**config.mk**
```make
export PLATFORM = sky130hd
export DESIGN_NAME = rib_arbiter
export DESIGN_NICKNAME = d
export VERILOG_FILES = /design/src/rtl/rib_pkg.sv /design/src/rtl/rib_rr_pick.sv /design/src/rtl/rib_arbiter.sv
export SDC_FILE = /design/constraint.sdc
export NUM_CORES = 1
export LEC_CHECK = 0
export CAP_MARGIN = 20
export CORE_ASPECT_RATIO = 1.4
export CORE_MARGIN = 1.5
export CORE_UTILIZATION = 29
export DETAILED_ROUTE_END_ITERATION = 10
export SLEW_MARGIN = 0
export SYNTH_ARGS = -nofsm -noshare
export SYNTH_HDL_FRONTEND = slang
export SYNTH_SLANG_ARGS = --single-unit
```
**constraint.sdc**
```tcl
create_clock -name clk -period 2.4 [get_ports clk]
set_input_delay 0.36 -clock clk [delete_from_list [all_inputs] [get_ports clk]]
set_output_delay 0.36 -clock clk [all_outputs]
set_load 0.03 [all_outputs]
```
**src/rtl/rib_pkg.sv**
```systemverilog
// Shared types and constants for the four-master RIB bus arbiter.
package rib_pkg;

  typedef logic [1:0] grant_t;

  localparam grant_t M_LSU   = 2'd0;
  localparam grant_t M_FETCH = 2'd1;
  localparam grant_t M_DMA   = 2'd2;
  localparam grant_t M_JTAG  = 2'd3;

  typedef enum logic {
    ST_IDLE = 1'b0,
    ST_BUSY = 1'b1
  } state_e;

endpackage

```
**src/rtl/rib_rr_pick.sv**
```systemverilog
// Winner selection: lowest-index priority master first, else round robin after ptr.
module rib_rr_pick
  import rib_pkg::*;
(
  input  logic [3:0] req,
  input  logic [3:0] mask,
  input  logic [3:0] prio_mask,
  input  grant_t     ptr,
  output grant_t     index,
  output logic       valid
);

  logic [3:0] cand;
  logic [3:0] prio_cand;
  grant_t     idx;

  always_comb begin
    cand      = req & ~mask;
    prio_cand = cand & prio_mask;
    valid     = |cand;
    index     = '0;
    idx       = '0;
    if (|prio_cand) begin
      for (int i = 3; i >= 0; i--) begin
        if (prio_cand[i]) index = grant_t'(i);
      end
    end else begin
      // offset 4 wraps back onto ptr itself, so it is searched last
      for (int k = 4; k >= 1; k--) begin
        idx = ptr + grant_t'(k);
        if (cand[idx]) index = idx;
      end
    end
  end

endmodule

```
**src/rtl/rib_arbiter.sv**
```systemverilog
// Registered round-robin arbiter for the RIB bus with beat locking and slave timeout.
module rib_arbiter
  import rib_pkg::*;
#(
  parameter logic [3:0] PRIO_MASK      = 4'b1000,
  parameter int         FETCH_MASTER   = 1,
  parameter int         TIMEOUT_CYCLES = 16,
  parameter int         LOCK_BEATS     = 4
) (
  input  logic       clk,
  input  logic       rst,
  input  logic [3:0] req_i,
  input  logic [3:0] lock_i,
  input  logic       slave_ready_i,
  output grant_t     grant_o,
  output logic       grant_valid_o,
  output logic [3:0] ack_o,
  output logic [3:0] err_o,
  output logic       hold_flag_o,
  output logic       timeout_o
);

  localparam int TW = (TIMEOUT_CYCLES > 2) ? $clog2(TIMEOUT_CYCLES) : 1;
  localparam int BW = $clog2(LOCK_BEATS + 1);
  localparam logic [TW-1:0] TO_LAST   = TW'(TIMEOUT_CYCLES - 1);
  localparam logic [BW-1:0] BEAT_LAST = BW'(LOCK_BEATS - 1);
  localparam logic [3:0]    FETCH_BIT = 4'b0001 << FETCH_MASTER;

  state_e        state_q;
  grant_t        ptr_q;
  logic [TW-1:0] to_cnt_q;
  logic [BW-1:0] beat_cnt_q;

  logic       busy;
  logic [3:0] grant_bit;
  logic       abort;
  logic       complete;
  logic       keep;
  logic       tmo;
  logic       release_g;
  grant_t     pick_idx;
  logic       pick_valid;

  assign busy      = (state_q == ST_BUSY);
  assign grant_bit = 4'b0001 << grant_o;
  assign abort     = busy & ~req_i[grant_o];
  assign complete  = busy & req_i[grant_o] & slave_ready_i;
  assign keep      = complete & lock_i[grant_o] & (beat_cnt_q < BEAT_LAST);
  assign tmo       = busy & req_i[grant_o] & ~slave_ready_i & (to_cnt_q == TO_LAST);
  assign release_g = abort | (complete & ~keep) | tmo;

  // in BUSY the current owner is masked and the search starts just after it
  rib_rr_pick u_pick (
    .req       (req_i),
    .mask      (busy ? grant_bit : 4'b0000),
    .prio_mask (PRIO_MASK),
    .ptr       (busy ? grant_o : ptr_q),
    .index     (pick_idx),
    .valid     (pick_valid)
  );

  assign ack_o       = complete ? grant_bit : 4'b0000;
  assign err_o       = tmo ? grant_bit : 4'b0000;
  assign timeout_o   = tmo;
  assign hold_flag_o = (|(req_i & ~FETCH_BIT)) |
                       (grant_valid_o & (grant_o != grant_t'(FETCH_MASTER)));

  always_ff @(posedge clk or negedge rst) begin
    if (!rst) begin
      state_q       <= ST_IDLE;
      grant_o       <= '0;
      grant_valid_o <= 1'b0;
      ptr_q         <= 2'd3;
      to_cnt_q      <= '0;
      beat_cnt_q    <= '0;
    end else if (!busy) begin
      if (pick_valid) begin
        state_q       <= ST_BUSY;
        grant_o       <= pick_idx;
        grant_valid_o <= 1'b1;
        to_cnt_q      <= '0;
        beat_cnt_q    <= '0;
      end
    end else if (release_g) begin
      ptr_q      <= grant_o;
      to_cnt_q   <= '0;
      beat_cnt_q <= '0;
      if (pick_valid) begin
        grant_o <= pick_idx;
      end else begin
        state_q       <= ST_IDLE;
        grant_valid_o <= 1'b0;
      end
    end else if (keep) begin
      beat_cnt_q <= beat_cnt_q + 1'b1;
      to_cnt_q   <= '0;
    end else if (to_cnt_q != TO_LAST) begin
      to_cnt_q <= to_cnt_q + 1'b1;
    end
  end

endmodule

```
==> run_results.csv <==
group,metric,value,unit
detailed_routing,routedWlPerCell,14.0,um
global_route,grt_pass1_vias,911,
yosys,synth_edf_count,0,
placed_design,place_ws,0.00739,ns
yosys,syn_inst,113,
sta,finalCritPeriodShare,94.3,%
layout,final_util,39.4,%
sta,finalWorstSetupSlack,0.136,ns
yosys,postSynthAreaPerCell,9.56,um2
floorplan,die_width,54.6,um
floorplan,die_h,75.2,um
cts,cts_buffer_depth,2,
cts,cts_inserted_buffers,3,
cts,cts_tree,"done",
floorplan,rows,26,
layout,area_delta_synth_final,31.9,%
setup_path,cp_slowest_cell,"dfrtp_2",
yosys,synth_top_cell_by_area,"dfrtp_1",
yosys,async_flop_share,100,%
placed_design,dp.cells,181,
setup_path,critPathKind,"reg2out",
setup_path,path_cells,"mux4_2 -> nand2_4 -> nor2_4 -> nand4_1 -> nor3_2 -> buf_4",
yosys,synth_area_leaders,"dfrtp_1, dfstp_2, mux4_2, nor2_1, mux2i_1",
detailed_routing,drc_errors,0,
yosys,synthFlopType,"dfrtp_1",
sta,period_needed,2.26,ns
power,power_density,1060,mW/mm2
sta,grt_setup_unrepaired,"no",
cts,clkSlewWorstSetupHoldPaths,0.06,ns
yosys,syn_area,0.00108,mm2
layout,stdcell_count,187,
yosys,synth.ff_latch_count,13,
sta,slew_headroom,60.6,%
cts,htreeDepth,1,
sta,finalSetupTns,0,ns
setup_path,rrSetupSlack,0.40,ns
sta,whs,0.485,ns
floorplan,ios,24,
setup_path,cp_slowest_stage_delay,0.46,ns
placed_design,post-dp-hpwl,2030,um
sta,worstMarginPinSlew,0.590,ns
layout,final_layout_size_suffix_gt1_share,27.6,%
min_path,hold_class,"in2async",
global_route,overflow,0,
yosys,syn-num-nets,127,
detailed_routing,first_pass_iters,4,
floorplan,initial_core_util,29.9,%
cts,cts_root_buf,"clkbuf_8",
setup_path,arrival,1.90,ns
sta,report.final.slew_viol_count,0,
yosys,ys_top_cells_by_count,"dfrtp_1, nor2_1, inv_1",
yosys,yosysSeqAreaShare,30.4,%
placed_design,place.gp.congestion,0.773,
detailed_routing,drt-initial-drc-count,14,
global_route,grt_max_degree,18,
sta,fin_skew,0.00832,ns
global_route,grt_pass1_wl,4260,um
setup_path,r2r-start,"busy$_DFF_PN0_",
power,vdd_drop_max,437,uV
outcome,status,"finished clean",
setup_path,critical_path.max_fanout,8,
setup_path,end_kind,"output port",
yosys,ys_warn_count,0,
cts,clock_latency,0.25,ns
setup_path,cp-start-kind,"flip-flop",
layout,diodes,0,
setup_path,worstReg2RegEnd,"grant_o[1]$_DFFE_PN0P_",
detailed_routing,wirelength,2620,um
layout,nets,160,
cts,cts.sinks,13,
setup_path,ff2ff_path_depth,5,
global_route,grt_antenna_before_repair,0,
setup_path,worstPathRequired,2.04,ns
yosys,yosys.area.top_type_share,25.5,%
detailed_routing,viasPerCell,5.13,
power,leakage,0.648,nW
sta,hold_viol,0,
detailed_routing,antenna_left,0,
sta,fmax,442,MHz
yosys,yosysUniqueCellTypes,43,
global_route,globalRouteTotalUtil,14.8,%
floorplan,core_area,0.00361,mm2
sta,setup_violations,0,
detailed_routing,vias,960,
floorplan,die_area,0.00410,mm2
layout,fillers,366,
job,drv_cap,0,
placed_design,port-buffer-count,23,
-- repair_timing --
item                       4_1_cts  5_1_grt
setup endpoints to repair        1        6
setup buffers                    0        2
gates resized for setup          0        8
hold buffers                     0        0
cloned                           0        0
pin swaps                        1        2
-- registers in the layout, indices dropped and copies added (netlist names) --
signal	cells
to_cnt_q	4
beat_cnt_q	3
grant_o	2
ptr_q	2
busy	1
grant_valid_o	1
-- report_power, final --
group | switching, mW | leakage [nW] | internal, mW
logic | 0.498 | 0.465 | 0.415
registers | 0.0870 | 0.161 | 0.307
clock network | 0.0805 | 0.0228 | 0.117
total | 0.665 | 0.648 | 0.839
-- placed cells by master (no fill, tap or decap), drive strengths merged, types with 2 or more instances in the layout --
cell type and instances:
o21a 2, dlymetal6s2s 4, xor2 2, ha 3
mux2 2, nand4b 3, nand3 6, clkdlybuf4s50 10
buf 22, o21ai 6, nand2b 4, a41oi 2
mux2i 4, dfrtp 11, nor2 12, a21oi 5
nand4 3, inv 9, mux4 2, clkbuf 4
dfstp 2, nand2 8, a31oi 3, nor3 3
nand3b 2
-- worst max-delay path: cells and delay by family (launching register included) --
kind                   cells  cell delay (ns)
buffers and inverters      1             0.18
DFF                        1             0.46
muxes                      1             0.40
and+or+nand+nor            4             0.62
-- final cells by class --
| class | count | area (um2) | area share, % |
|---|---|---|---|
| Clock buffer | 4 | 45.0 | 3.16 |
| Inverter | 9 | 33.8 | 2.37 |
| Multi-Input combinational cell | 83 | 644 | 45.3 |
| Sequential cell | 13 | 329 | 23.1 |
| Tap cell | 42 | 52.6 | 3.69 |
| Timing Repair Buffer | 36 | 319 | 22.4 |
-- how the worst max path moves through the flow --
stage	from	endpoint	slack [ns]	cells after the start
after floorplan	grant_o[0]$_DFFE_PN0P_	err_o[1]	0.09	6
after global placement	req_i[0]	err_o[2]	0.06	7
after detailed placement	req_i[0]	err_o[0]	0.007	7
after CTS	req_i[0]	err_o[0]	0.02	7
after global routing	grant_o[0]$_DFFE_PN0P_	err_o[0]	0.02	6
final	grant_o[0]$_DFFE_PN0P_	err_o[0]	0.14	6
-- logic make-up after synthesis --
kind of cell             share of synthesized area (%)
adder cells (fa/ha/maj)                           3.48
multiplexers                                      9.96
AO/OA/AOI/OAI                                     21.7
buffers and inverters                             11.1
AND/OR/NAND/NOR                                   21.8
flip-flops                                        30.4
XOR/XNOR                                          1.62
-- layer usage --
layer	vias up	share of wire, %	GRT usage, %	wire length (um)
met4	0	1.8	7.50	46
met3	4	1.5	2.38	40
met1	473	40	15.7	1060
met2	9	56	27.0	1470
li1	474	-	-	-
met5	-	0	0	0
-- stage by stage --
stage	power [mW]	area (um2)
after global routing	1.62	1420
after global placement	1.25	1340
after CTS	1.48	1390
after floorplan	1.07	1080
after detailed placement	1.27	1340
final	1.50	1420
Power figures use the tool's default switching activity.
